**src/rtl/lsu_pkg.sv**
```systemverilog
// Shared types and helpers for the load/store unit: access sizes, FSM states
// and the alignment rule that decides whether a request is rejected.
package lsu_pkg;

  typedef enum logic [1:0] {
    SZ_B = 2'b00,
    SZ_H = 2'b01,
    SZ_W = 2'b10
  } size_t;

  typedef enum logic [1:0] {
    IDLE,
    RD,
    WR,
    RESP
  } state_t;

  // Halves need an even byte address, words a multiple of four; bytes are always aligned.
  function automatic logic is_misaligned(input logic [1:0] size, input logic [1:0] addr_lo);
    case (size)
      SZ_H:    return addr_lo[0];
      SZ_W:    return addr_lo != 2'b00;
      default: return 1'b0;
    endcase
  endfunction

endpackage

```
**src/rtl/lsu_if.sv**
```systemverilog
// Bus bundles for the load/store unit: the core-facing request/response channel
// and the word-addressed data-memory port.
interface lsu_req_if #(parameter int DW = 32);
  logic          req_valid;
  logic          req_ready;
  logic          req_we;
  logic [1:0]    req_size;
  logic          req_unsigned;
  logic [DW-1:0] req_addr;
  logic [DW-1:0] req_wdata;
  logic          resp_valid;
  logic [DW-1:0] resp_rdata;
  logic          resp_err;

  modport master (
    output req_valid, req_we, req_size, req_unsigned, req_addr, req_wdata,
    input  req_ready, resp_valid, resp_rdata, resp_err
  );

  modport slave (
    input  req_valid, req_we, req_size, req_unsigned, req_addr, req_wdata,
    output req_ready, resp_valid, resp_rdata, resp_err
  );
endinterface

interface lsu_mem_if #(parameter int DW = 32);
  logic          mem_we;
  logic [DW-1:0] mem_addr;
  logic [DW-1:0] mem_wdata;
  logic [DW-1:0] mem_rdata;

  modport master (
    output mem_we, mem_addr, mem_wdata,
    input  mem_rdata
  );

  modport slave (
    input  mem_we, mem_addr, mem_wdata,
    output mem_rdata
  );
endinterface

```
**src/rtl/lsu_lane_align.sv**
```systemverilog
// Little-endian lane steering: extracts/extends load data from a memory word
// and merges sub-word store data into the previously read word.
module lsu_lane_align
  import lsu_pkg::*;
(
  input  logic [31:0] word,
  input  logic [31:0] new_data,
  input  logic [1:0]  addr_lo,
  input  logic [1:0]  size,
  input  logic        is_unsigned,
  output logic [31:0] ld_data,
  output logic [31:0] mrg_word
);

  logic [7:0]  byte_sel;
  logic [15:0] half_sel;

  assign byte_sel = word[{addr_lo, 3'b000} +: 8];
  assign half_sel = word[{addr_lo[1], 4'b0000} +: 16];

  always_comb begin
    ld_data = word;
    case (size)
      SZ_B:    ld_data = is_unsigned ? {24'h0, byte_sel} : {{24{byte_sel[7]}}, byte_sel};
      SZ_H:    ld_data = is_unsigned ? {16'h0, half_sel} : {{16{half_sel[15]}}, half_sel};
      default: ld_data = word;
    endcase
  end

  always_comb begin
    mrg_word = word;
    case (size)
      SZ_B:    mrg_word[{addr_lo, 3'b000} +: 8]    = new_data[7:0];
      SZ_H:    mrg_word[{addr_lo[1], 4'b0000} +: 16] = new_data[15:0];
      default: mrg_word = new_data;
    endcase
  end

endmodule

```
**src/rtl/lsu_ctrl.sv**
```systemverilog
// Load/store initiator: turns byte/half/word requests into word-indexed memory
// accesses, using read-modify-write for sub-word stores.
module lsu_ctrl
  import lsu_pkg::*;
#(
  parameter int MEM_WORDS = 121,
  parameter int DW        = 32
) (
  input  logic       clk,
  input  logic       rst,
  lsu_req_if.slave   req,
  lsu_mem_if.master  mem
);

  localparam logic [DW-1:0] MEM_LIM = DW'(MEM_WORDS);

  state_t        state_q, state_d;
  logic          we_q, uns_q, err_q;
  logic [1:0]    size_q;
  logic [DW-1:0] addr_q, wdata_q, word_q;
  logic [DW-1:0] widx_q, ld_data, mrg_word;
  logic          accept, req_err;

  assign accept  = req.req_valid && (state_q == IDLE);
  assign req_err = (req.req_size == 2'b11)
                || is_misaligned(req.req_size, req.req_addr[1:0])
                || ({2'b00, req.req_addr[DW-1:2]} >= MEM_LIM);
  assign widx_q  = {2'b00, addr_q[DW-1:2]};

  always_comb begin
    state_d          = state_q;
    req.req_ready    = (state_q == IDLE) && !rst;
    req.resp_valid   = 1'b0;
    req.resp_err     = 1'b0;
    req.resp_rdata   = '0;
    mem.mem_we       = 1'b0;
    mem.mem_addr     = '0;
    mem.mem_wdata    = '0;
    case (state_q)
      IDLE: begin
        if (accept) begin
          if (req_err)                              state_d = RESP;
          else if (req.req_we && req.req_size == SZ_W) state_d = WR;
          else                                      state_d = RD;
        end
      end
      RD: begin
        mem.mem_addr = widx_q;
        state_d      = we_q ? WR : RESP;
      end
      WR: begin
        // Gating with rst keeps a reset landing mid-RMW from committing a partial word.
        mem.mem_we    = !rst;
        mem.mem_addr  = widx_q;
        mem.mem_wdata = mrg_word;
        state_d       = RESP;
      end
      RESP: begin
        req.resp_valid = 1'b1;
        req.resp_err   = err_q;
        req.resp_rdata = (we_q || err_q) ? '0 : ld_data;
        state_d        = IDLE;
      end
      default: state_d = IDLE;
    endcase
  end

  always_ff @(posedge clk) begin
    if (rst) begin
      state_q <= IDLE;
      we_q    <= 1'b0;
      uns_q   <= 1'b0;
      err_q   <= 1'b0;
      size_q  <= 2'b00;
      addr_q  <= '0;
      wdata_q <= '0;
      word_q  <= '0;
    end else begin
      state_q <= state_d;
      if (accept) begin
        we_q    <= req.req_we;
        size_q  <= req.req_size;
        uns_q   <= req.req_unsigned;
        addr_q  <= req.req_addr;
        wdata_q <= req.req_wdata;
        err_q   <= req_err;
      end
      if (state_q == RD) word_q <= mem.mem_rdata;
    end
  end

  lsu_lane_align u_align (
    .word        (word_q),
    .new_data    (wdata_q),
    .addr_lo     (addr_q[1:0]),
    .size        (size_q),
    .is_unsigned (uns_q),
    .ld_data     (ld_data),
    .mrg_word    (mrg_word)
  );

endmodule

```
**src/flat_wrapper.sv**
```systemverilog
// flat-port wrapper written by rule: the top's interface ports become plain ports
module lsu_ctrl_flat import lsu_pkg::*;
#(
  parameter int MEM_WORDS = 121,
  parameter int DW        = 32
)
  (clk, rst, req_req_valid, req_req_we, req_req_size, req_req_unsigned, req_req_addr, req_req_wdata, req_req_ready, req_resp_valid, req_resp_rdata, req_resp_err, mem_mem_we, mem_mem_addr, mem_mem_wdata, mem_mem_rdata);
  lsu_req_if #(.DW(DW)) req_i ();
  lsu_mem_if #(.DW(DW)) mem_i ();
  input  logic clk;
  input  logic rst;
  input wire logic [$bits(req_i.req_valid)-1:0] req_req_valid;
  input wire logic [$bits(req_i.req_we)-1:0] req_req_we;
  input wire logic [$bits(req_i.req_size)-1:0] req_req_size;
  input wire logic [$bits(req_i.req_unsigned)-1:0] req_req_unsigned;
  input wire logic [$bits(req_i.req_addr)-1:0] req_req_addr;
  input wire logic [$bits(req_i.req_wdata)-1:0] req_req_wdata;
  output wire logic [$bits(req_i.req_ready)-1:0] req_req_ready;
  output wire logic [$bits(req_i.resp_valid)-1:0] req_resp_valid;
  output wire logic [$bits(req_i.resp_rdata)-1:0] req_resp_rdata;
  output wire logic [$bits(req_i.resp_err)-1:0] req_resp_err;
  output wire logic [$bits(mem_i.mem_we)-1:0] mem_mem_we;
  output wire logic [$bits(mem_i.mem_addr)-1:0] mem_mem_addr;
  output wire logic [$bits(mem_i.mem_wdata)-1:0] mem_mem_wdata;
  input wire logic [$bits(mem_i.mem_rdata)-1:0] mem_mem_rdata;
  assign req_i.req_valid = req_req_valid;
  assign req_i.req_we = req_req_we;
  assign req_i.req_size = req_req_size;
  assign req_i.req_unsigned = req_req_unsigned;
  assign req_i.req_addr = req_req_addr;
  assign req_i.req_wdata = req_req_wdata;
  assign req_req_ready = req_i.req_ready;
  assign req_resp_valid = req_i.resp_valid;
  assign req_resp_rdata = req_i.resp_rdata;
  assign req_resp_err = req_i.resp_err;
  assign mem_mem_we = mem_i.mem_we;
  assign mem_mem_addr = mem_i.mem_addr;
  assign mem_mem_wdata = mem_i.mem_wdata;
  assign mem_i.mem_rdata = mem_mem_rdata;
  lsu_ctrl #(.MEM_WORDS(MEM_WORDS), .DW(DW)) u_core (.clk(clk), .rst(rst), .req(req_i), .mem(mem_i));
endmodule
```
**config.mk**
```make
export PLATFORM = sky130hd
export DESIGN_NAME = lsu_ctrl_flat
export DESIGN_NICKNAME = d
export VERILOG_FILES = /design/src/rtl/lsu_pkg.sv /design/src/rtl/lsu_if.sv /design/src/rtl/lsu_lane_align.sv /design/src/rtl/lsu_ctrl.sv /design/src/flat_wrapper.sv
export SDC_FILE = /design/constraint.sdc
export NUM_CORES = 1
export LEC_CHECK = 0
export CAP_MARGIN = 25
export CORE_MARGIN = 5
export CORE_UTILIZATION = 46
export DETAILED_ROUTE_END_ITERATION = 12
export GPL_TIMING_DRIVEN = 0
export PLACE_DENSITY = 0.83
export SLEW_MARGIN = 20
export SYNTH_ARGS = -nofsm -noshare
export SYNTH_HDL_FRONTEND = slang
export SYNTH_SLANG_ARGS = --single-unit
```
**constraint.sdc**
```tcl
create_clock -name clk -period 3.45 [get_ports clk]
set_clock_uncertainty 0.15 [all_clocks]
set_input_delay 1.035 -clock clk [delete_from_list [all_inputs] [get_ports clk]]
set_output_delay 1.035 -clock clk [all_outputs]
set_load 0.1 [all_outputs]
```
==> results by group, run 1 <==
GRT
  • Initial antenna violation count: 0
  • First-pass GRT wire length: 33800 um
  • Grt ovf: 0
  • Total GRT Usage: 29.0%
  • Vias in the first global route: 6338
  • Largest net degree at the start of global routing: 20

Setup path
  • CP Max Fanout: 8
  • R2R Path End: u_core.wdata_q[25]
  • Setup Crit Path Kind: flop to output pin
  • Worst R2R Setup Slack: 920 ps
  • Critical Path RT: 2260 ps
  • Worst reg2reg path depth: 8
  • RR Startpoint: u_core.state_q[0]
  • Crit path capture type: output pin
  • Startpoint Class: flop
  • Crit path DAT: 2590 ps

STA
  • Final hold violation count: 0
  • Final period util: 109%
  • Final min period: 3770 ps
  • Final WS setup: -322 ps
  • Relative slew slack: 34.2%
  • Max Freq: 265 MHz
  • RSZ-0062 raised after global routing: true
  • Max-slew violations: 0
  • Slew at the pin closest to its max-slew limit: 985 ps
  • Setup violations, final: 56

Clock tree
  • Sink Count: 103
  • CTS Hold Bufs: 0
  • Num CTS Buffers: 9
  • CTS Root Cell: clkbuf_16
  • Clk pin slew, worst setup/hold paths: 70 ps
  • Htree depth: 3
  • Clk buf depth: 2
  • CTS tree: yes
  • Later-pin clock latency in the skew report: 360 ps

Pwr
  • P per Cell Area: 698 nW/um^2
  • LEAKAGE: 3.65 nW
  • Worst ir drop on vdd: 504 uV
  • Total power: 0.00686 W

Floorplan
  • Row count: 40
  • Die W: 122 um
  • Initial core utilization: 47.4%
  • Die height: 122 um
  • Full die area: 14900 sq um
  • Core ar.: 12200 sq um
  • Io pins: 203

Placement
  • Buffers on Ports: 199
  • Final GP Congestion: 0.996
  • Placement Cell Area: 8360 sq um
  • DPL Wire Length: 16500 um
  • Placed insts: 1102
  • Post-Place Setup Slack: -1180 ps

Cells and area
  • Commonest cells after routing, fill and taps aside: nand2_1 (150), clkdlybuf4s50_1 (102), dfxtp_1 (101), a21oi_1 (87), buf_12 (55)
  • Nets: 1084
  • Final Util: 80.8%
  • Most common cell after layout, fill and taps aside: nand2_1
  • Share of layout cells above drive strength 1: 29.0%
  • Fill count: 751
  • Post-Layout Cell Count: 1141
  • Area Growth Syn to Fin: 70.6%
  • Post-route cell area: 9830 sq um
  • ANT cells: 0

Min path
  • Worst Hold End: u_core.addr_q[21]
  • Hold depth: 2
  • Hold Path Class: flop to flop
  • Hold Crit Start: u_core.addr_q[21]

Yosys
  • EDFF count, synth: 0
  • Gate Count Post-Synth: 734
  • Post-synthesis sequential area ratio: 35.8%
  • Post-synthesis area per instance: 7.85 sq um
  • Synth Flop Type: dfxtp_1
  • Synth Warn #: 0
  • Yosys cell types: 51
  • Syn Std Cell Area: 5760 sq um
  • Number of synthesized register bits: 103
  • Ys async rst share: 0%

Routing
  • Routed wire length: 24700 um
  • Metal3 WL: 2880 um
  • Top routing layer used: met4
  • Violation count after the first detailed-routing iteration: 715
  • # DRC: 0
  • Routed vias/inst: 5.91
  • Routed length per instance: 21.6 um
  • DR vias: 6741
  • Post-route ant nets: 0
  • Met2 routed WL: 11800 um
  • 1st-pass router iterations: 9
  • Met1 wire length: 8450 um

Status
  • Failing checks: negative setup slack
  • Run status: complete, but fails checks

Run
  • Number of max-cap violations: 0
[cells in the mapped netlist (2+ instances only)]
master,number,area (sq um)
o22ai_1,7,43.8
a222oi_1,8,80.1
buf_4,2,15.0
nor4_1,7,43.8
nor2_1,56,210
clkbuf_1,34,128
mux4_2,7,158
inv_1,20,75.1
buf_2,9,45.0
a21boi_0,8,60.1
buf_6,2,22.5
a21oi_1,89,445
nor3b_1,2,15.0
o32a_1,7,70.1
mux2i_1,41,410
a22oi_1,8,60.1
nand2_1,151,567
nor2b_1,19,119
or2_2,2,12.5
buf_1,13,48.8
nor3_1,10,50.1
a22o_1,8,70.1
nand4_1,2,12.5
a221o_1,8,80.1
o21ai_0,21,105
a21o_1,16,120
dfxtp_1,103,2060
ha_1,13,163
and2_1,32,200
a221oi_1,8,70.1
[per-layer routing]
layer / vias to the layer above / global-route usage [%]
li1: 3036 / -
met3: 119 / 9.52
met5: - / 0
met4: 0 / 12.0
met2: 465 / 50.2
met1: 3121 / 32.9
[worst max-delay path by stage]
stage	start	endpoint	slack, ps	cells after the start
3_5_place_dp	u_core.addr_q[1]	mem_mem_wdata[16]	-1180	9
3_3_place_gp	u_core.addr_q[1]	mem_mem_wdata[23]	-1140	9
6_report	u_core.addr_q[1]	mem_mem_wdata[10]	-320	9
2_1_floorplan	rst	mem_mem_we	-420	3
4_1_cts	u_core.addr_q[1]	mem_mem_wdata[11]	-310	9
5_1_grt	u_core.addr_q[1]	mem_mem_wdata[27]	-370	11
[timing repair]
action / in CTS / in global routing
setup endpoints to repair: 96 / 97
setup buffers: 13 / 11
endpoints found under the hold margin: 0 / 0
resized for setup: 699 / 165
pin swaps: 26 / 38
gates cloned: 0 / 1
[power breakdown]
| group | total [W] | switching [W] | internal, W |
|---|---|---|---|
| clock | 0.00117 | 0.000515 | 0.000655 |
| sequential | 0.00179 | 0.000352 | 0.00144 |
| combinational | 0.00390 | 0.00254 | 0.00136 |
| total | 0.00686 | 0.00341 | 0.00345 |
[per-stage QoR]
stage | hold slack (ps) | setup TNS (ps)
final | 300 | -10340
after detailed placement | 294 | -64140
after CTS | 303 | -6650
after global placement | 287 | -61270
after floorplan | 282 | -2010
after global routing | 318 | -13240
[area by class of cell]
class / instances / area [sq um] / share of cell area, %
multi-input cells: 552 / 4180 / 42.5
repair buffers: 224 / 2630 / 26.8
flip-flops and latches: 103 / 2070 / 21.0
plain buffers: 58 / 322 / 3.27
clock buffers: 9 / 225 / 2.29
well taps: 168 / 210 / 2.14
clock inverters: 7 / 118 / 1.20
inverters: 20 / 78.8 / 0.802
[sequential cells by signal, indices dropped and copies added (netlist names)]
name,cells
u_core.err_q,1
u_core.wdata_q,32
u_core.word_q,32
u_core.addr_q,32
u_core.we_q,1
u_core.uns_q,1
u_core.size_q,2
u_core.state_q,2
[critical path, cell delays in order (launching register included)]
cell and delay (ps):
dfxtp_4 380, buf_8 100, buf_12 90, clkinvlp_4 130, ha_4 250, and4b_2 260
a22o_1 200, a222oi_1 520, nor2b_4 90, buf_12 190
[logic make-up (layout without fill, tap and decap cells)]
family	Yosys count	in the layout	share of synthesized area [%]
other	1	2	0.0651
multiplexers	50	50	10.3
AO/OA/AOI/OAI	198	198	22.8
buffers and inverters	80	318	5.80
adder cells (fa/ha/maj)	13	13	2.82
AND/OR/NAND/NOR	289	289	22.5
flip-flops	103	103	35.8
Power figures use the tool's default switching activity.
==> inputs of run 2 (changes only) <==
- CORE_UTILIZATION: 46 -> 48
- SYNTH_HIERARCHICAL: unset -> 1
==> results by group, run 2 <==
Placement
  • Post-Place Setup Slack: -1410 ps (-238 ps)
  • DPL Wire Length: 17700 um (+7.3%)
  • Buffers on Ports: 199 (unchanged)
  • Final GP Congestion: 0.994 (-0.22%)
  • Placed insts: 1199 (+8.8%)

Routing
  • Routed vias/inst: 5.85 (-1.0%)
  • Violation count after the first detailed-routing iteration: 727 (+1.7%)
  • Post-route ant nets: 0 (unchanged)
  • # DRC: 0 (unchanged)
  • 1st-pass router iterations: 5 (-4)
  • DR vias: 7198 (+6.8%)
  • Routed wire length: 24700 um (+0.24%)
  • Routed length per instance: 20.1 um (-7.1%)

Setup path
  • Crit path DAT: 2360 ps (-230 ps)
  • Worst-path cell chain: buf_6, clkbuf_16, inv_8, ha_4, nor2b_4, nor3_2, a22o_1, and2_4, buf_12
  • Worst path top cell family by delay: simple AND/OR/NAND/NOR gates
  • WP buf/inv: 4 (unchanged)
  • Crit path capture type: output pin
  • Critical Path RT: 2260 ps (about the same)
  • CP Max Fanout: 7 (-1)
  • Slowest cell delay on critical path: 440 ps (-80 ps)
  • Startpoint Class: flop
  • Setup Crit Path Kind: flop to output pin
  • Worst path slowest cell: nor3_2

Pwr
  • LEAKAGE: 4.06 nW (+11%)
  • P per Cell Area: 658 nW/um^2 (-5.7%)
  • Worst ir drop on vdd: 494 uV (-2.0%)

Yosys
  • Synth Warn #: 6 (+6)
  • Ys async rst share: 0% (unchanged)
  • EDFF count, synth: 0 (unchanged)
  • Synth Flop Type: dfxtp_1
  • Synth top area cells: dfxtp_1 (32%), nand2_1 (10%), and2_1 (9.3%)
  • Syn Std Cell Area: 6470 sq um (+12%)
  • Number of synthesized register bits: 103 (unchanged)
  • Gate Count Post-Synth: 823 (+12%)
  • Synth area leader: dfxtp_1
  • Post-synthesis sequential area ratio: 31.9% (-3.9 points)
  • Yosys cell types: 52 (+2.0%)
  • Post-synthesis area per instance: 7.86 sq um (about the same)
  • Area share of the largest cell type after synthesis: 31.9% (-3.9 points)
  • Most frequent cells after synthesis: nand2_1 (172), dfxtp_1 (103), and2_1 (96)
  • Most instantiated library cell after synthesis: nand2_1

GRT
  • Largest net degree at the start of global routing: 17 (-15%)
  • Total GRT Usage: 28.8% (-0.23 points)
  • Grt ovf: 0 (unchanged)
  • Initial antenna violation count: 0 (unchanged)
  • First-pass GRT wire length: 36700 um (+8.7%)
  • Vias in the first global route: 6671 (+5.3%)

STA
  • Final period util: 103% (-6.6 points)
  • Slew at the pin closest to its max-slew limit: 980 ps (-5.45 ps)
  • Final WS setup: -94.2 ps (+228 ps)
  • Setup violations, final: 19 (-66%)
  • RSZ-0062 raised after global routing: true
  • Final hold violation count: 0 (unchanged)
  • Final min period: 3540 ps (-228 ps)
  • Relative slew slack: 34.5% (+0.27 points)
  • Max-slew violations: 0 (unchanged)
  • Max Freq: 282 MHz (+6.4%)

Cells and area
  • Nets: 1167 (+7.7%)
  • Commonest cells after routing, fill and taps aside: nand2_1 (172), clkdlybuf4s50_1 (102), dfxtp_1 (99), a21oi_1 (74), mux2i_1 (48)
  • ANT cells: 0 (unchanged)
  • Share of layout cells above drive strength 1: 26.5% (-2.4 points)
  • Largest registers: u_core/addr_q (32), u_core/wdata_q (32), u_core/word_q (32)
  • Most common cell after layout, fill and taps aside: nand2_1
  • Fill count: 1020 (+36%)
  • Post-Layout Cell Count: 1231 (+7.9%)
  • Area Growth Syn to Fin: 51.4%
  • Multi-input logic area: 4300 sq um (+2.9%)
  • Total area of sequential cells: 2070 sq um (unchanged)

Min path
  • Hold Path Class: flop to flop

Clock tree
  • CTS Root Cell: clkbuf_16
  • CTS Hold Bufs: 0 (unchanged)
  • Sink Count: 103 (unchanged)
  • Later-pin clock latency in the skew report: 350 ps (about the same)
  • Clk buf depth: 2 (unchanged)
  • Num CTS Buffers: 9 (unchanged)
  • Clk pin slew, worst setup/hold paths: 70 ps (about the same)
  • Htree depth: 3 (unchanged)
  • CTS tree: yes

Floorplan
  • Full die area: 15900 sq um (+6.9%)
  • Core ar.: 13200 sq um (+8.9%)
  • Row count: 42 (+5.0%)
  • Die W: 126 um (+3.4%)
  • Initial core utilization: 48.8% (+1.4 points)
  • Die height: 126 um (+3.4%)
  • Io pins: 203 (unchanged)

Run
  • Number of max-cap violations: 0 (unchanged)

Status
  • Run status: complete, but fails checks
  • Failing checks: negative setup slack
## run 2: area by class of cell
class                   instances  share of cell area (%)
inverters                      13                   0.652
repair buffers                218                    24.8
clock inverters                 4                   0.537
flip-flops and latches        103                    21.1
plain buffers                  69                    4.23
multi-input cells             637                    43.9
well taps                     176                    2.25
clock buffers                  11                    2.48
## run 2: worst min-delay path: stages, from the launching register on
cell	delay (ps)
dfxtp_1	310
nand2_1	50
a21oi_1	50
## run 2: worst paths after layout
check	start	to	slack (ps)	cells past startpoint
setup / recovery	u_core/addr_q[0]	mem_mem_wdata[7]	-90	9
hold / removal	u_core/addr_q[25]	u_core/addr_q[25]	300	2
setup reg to reg	u_core/state_q[0]	u_core/addr_q[24]	1540	7
hold reg to reg	u_core/addr_q[25]	u_core/addr_q[25]	300	2
## run 2: cells by family (layout without fill, tap and decap cells)
logic type               count (synthesis)  after routing  share of synthesized area (%)
other                                    1              2                         0.0580
buffers and inverters                   84            315                           5.88
AND/OR/NAND/NOR                        384            384                           30.6
flip-flops                             103            103                           31.9
AO/OA/AOI/OAI                          180            180                           19.7
multiplexers                            58             58                           9.35
adder cells (fa/ha/maj)                 13             13                           2.52
## run 2: per-stage QoR
| step | hold slack [ps] | setup TNS, ps | total power, W | instance area (sq um) | util, % |
|---|---|---|---|---|---|
| finish | 299 | -673 | 0.00644 | 9790 | 73.9 |
| global route | 318 | -2730 | 0.00672 | 9790 | 73.9 |
| CTS | 302 | -584 | 0.00624 | 9460 | 71.4 |
| detailed placement | 292 | -70210 | 0.00505 | 8800 | 66.5 |
| global placement | 287 | -68110 | 0.00502 | 8800 | 66.5 |
| floorplan | 282 | -654 | 0.00412 | 6590 | - |
## run 2: where the power goes
part / internal (W) / leakage, nW / switching (W) / total (W)
clock: 0.000582 / 0.146 / 0.000447 / 0.00103
combinational: 0.00129 / 3.07 / 0.00233 / 0.00361
sequential: 0.00144 / 0.844 / 0.000357 / 0.00180
total: 0.00331 / 4.06 / 0.00313 / 0.00644
## run 2: repair_timing
action | 4_1_cts | 5_1_grt
gates cloned | 0 | 1
gates resized for setup | 678 | 110
buffers inserted | 10 | 8
pin swaps | 15 | 10
endpoints found under the setup margin | 96 | 78
endpoints found under the hold margin | 0 | 0
## run 2: metal layers
layer / vias up / track usage, % / routed length [um]
met4: 0 / 11.4 / 840
met1: 3361 / 36.7 / 9240
met2: 433 / 46.5 / 11600
li1: 3336 / - / -
met3: 68 / 7.66 / 3000
met5: - / 0 / 0
==> inputs of run 3 (changes only) <==
- SKIP_CTS_REPAIR_TIMING: unset -> 1
==> results by group, run 3 (synthesized netlist as in run 2, its figures left out) <==
Clock tree
  • CTS tree: yes
  • Clk pin slew, worst setup/hold paths: 70 ps (about the same)
  • Later-pin clock latency in the skew report: 350 ps (about the same)
  • Sink Count: 103 (unchanged)
  • Num CTS Buffers: 9 (unchanged)
  • Clk buf depth: 2 (unchanged)
  • Htree depth: 3 (unchanged)
  • CTS Root Cell: clkbuf_16

Status
  • Run status: complete, but fails checks
  • Failing checks: negative setup slack

STA
  • Final min period: 3750 ps (+209 ps)
  • Final hold violation count: 0 (unchanged)
  • Relative slew slack: 34.5% (about the same)
  • Setup violations, final: 31 (+12)
  • Slew at the pin closest to its max-slew limit: 980 ps (-0.0332 ps)
  • Max-slew violations: 0 (unchanged)
  • RSZ-0062 raised after global routing: true
  • Final WS setup: -303 ps (-209 ps)
  • Final period util: 109% (+6.1 points)
  • Max Freq: 266 MHz (-5.6%)

GRT
  • GRT met3 Usage: 7.45% (-0.21 points)
  • Initial antenna violation count: 0 (unchanged)
  • M1 GR Usage: 35.9% (-0.84 points)
  • Total GRT Usage: 27.7% (-1.1 points)
  • Global routing's busiest layer: met2
  • Grt ovf: 0 (unchanged)
  • Met2 usage: 44.7% (-1.8 points)
  • First-pass GRT wire length: 35300 um (-3.9%)
  • Vias in the first global route: 6442 (-3.4%)
  • Largest net degree at the start of global routing: 17 (unchanged)

Pwr
  • Reg power frac: 28.2% (+0.3 points)
  • Total power: 0.00637 W (-1.0%)
  • P per Cell Area: 659 nW/um^2 (+0.24%)
  • Comb pwr share: 55.7% (-0.4 points)
  • Sw frac: 48.7% (+0.081 points)
  • Switching power: 0.00310 W (-0.85%)
  • Clock power frac: 16.1% (about the same)
  • Worst ir drop on vdd: 526 uV (+6.4%)
  • LEAKAGE: 4.00 nW (-1.5%)
  • Pint: 0.00327 W (-1.2%)

Floorplan
  • Core ar.: 13200 sq um (unchanged)
  • Row count: 42 (unchanged)
  • Initial core utilization: 48.8% (unchanged)
  • Die W: 126 um (unchanged)
  • Die height: 126 um (unchanged)
  • Full die area: 15900 sq um (unchanged)
  • Io pins: 203 (unchanged)

Cells and area
  • Area Growth Syn to Fin: 49.5%
  • Multi-input logic area: 4330 sq um (+0.79%)
  • Largest registers: u_core/addr_q (32), u_core/wdata_q (32), u_core/word_q (32)
  • Commonest cells after routing, fill and taps aside: nand2_1 (172), clkdlybuf4s50_1 (102), dfxtp_1 (99), a21oi_1 (74), mux2i_1 (48)
  • Most common cell after layout, fill and taps aside: nand2_1
  • Nets: 1160 (-0.60%)
  • Final Util: 73.0% (-0.93 points)
  • Fill count: 1045 (+2.5%)
  • Total area of sequential cells: 2070 sq um (+0.12%)
  • Share of layout cells above drive strength 1: 26.6% (+0.082 points)
  • ANT cells: 0 (unchanged)
  • Post-Layout Cell Count: 1224 (-0.57%)
  • Post-route cell area: 9660 sq um (-1.3%)

Setup path
  • Critical Path RT: 2260 ps (about the same)
  • Worst path slowest cell: dfxtp_4
  • Worst reg2reg path depth: 7 (unchanged)
  • Setup Crit Path Kind: flop to output pin
  • Crit path capture type: output pin
  • CP Max Fanout: 8 (+1)
  • Worst-path cell chain: buf_6, buf_8, clkinvlp_4, ha_4, nor2b_1, buf_4, a41oi_1, o221ai_2, and2_4, buf_12
  • Slowest cell delay on critical path: 390 ps (-50 ps)
  • Crit path DAT: 2570 ps (+210 ps)
  • Startpoint Class: flop

Placement
  • DPL Wire Length: 17700 um (unchanged)
  • Placed insts: 1199 (unchanged)
  • Final GP Congestion: 0.994 (unchanged)
  • Buffers on Ports: 199 (unchanged)
  • Post-Place Setup Slack: -1410 ps (unchanged)
  • Placement Cell Area: 8800 sq um (unchanged)

Routing
  • 1st-pass router iterations: 6 (+1)
  • Post-route ant nets: 0 (unchanged)
  • DR vias: 7066 (-1.8%)
  • Routed vias/inst: 5.77 (-1.3%)
  • Routed length per instance: 19.7 um (-1.8%)
  • # DRC: 0 (unchanged)
  • Violation count after the first detailed-routing iteration: 686 (-5.6%)
  • Routed wire length: 24100 um (-2.3%)

Min path
  • Hold depth: 2 (unchanged)
  • Hold Path Class: flop to flop

Run
  • Number of max-cap violations: 0 (unchanged)
## run 3: area by class of cell
type	instances	share of cell area (%)
sequential	103	21.4
timing repair buffer	211	23.7
multi-input combinational	637	44.8
clock buffer	11	2.51
buffer	69	4.17
clock inverter	4	0.544
tap	176	2.28
inverter	13	0.570
## run 3: path summary, 6_finish.rpt
| kind | start | end | slack (ps) |
|---|---|---|---|
| setup reg to reg | u_core/state_q[0] | u_core/addr_q[24] | 1530 |
| setup / recovery | u_core/addr_q[0] | mem_mem_wdata[31] | -300 |
| hold reg to reg | u_core/addr_q[25] | u_core/addr_q[25] | 300 |
| hold / removal | u_core/addr_q[25] | u_core/addr_q[25] | 300 |
## run 3: critical path, delay by kind of cell (launching register included)
family,cells,cell delay [ps]
buffers and inverters,5,720
AO/OA/AOI/OAI,2,500
flip-flops,1,390
AND/OR/NAND/NOR,2,250
adder cells (fa/ha/maj),1,330
## run 3: per-stage QoR
| step | TNS, ps | hold WS, ps |
|---|---|---|
| 2_1_floorplan | -654 | 282 |
| 3_3_place_gp | -68110 | 287 |
| 3_5_place_dp | -70210 | 292 |
| 4_1_cts | -107060 | 302 |
| 5_1_grt | -8610 | 318 |
| 6_report | -6410 | 300 |
## run 3: power groups by stage
| stage | Sequential (W) | Clock [W] | Combinational [W] |
|---|---|---|---|
| 6_report | 0.00180 | 0.00103 | 0.00355 |
| 5_1_grt | 0.00180 | 0.00109 | 0.00376 |
| 4_1_cts | 0.00176 | 0.00104 | 0.00328 |
| 3_5_place_dp | 0.00179 | 0 | 0.00326 |
| 3_3_place_gp | 0.00178 | 0 | 0.00324 |
| 2_1_floorplan | 0.00163 | 0 | 0.00249 |
## run 3: metal layers
layer  wire, um  up-vias
met3       2510       63
met5          0        -
met1       9390     3290
met2      11500      387
li1           -     3326
met4        789        0
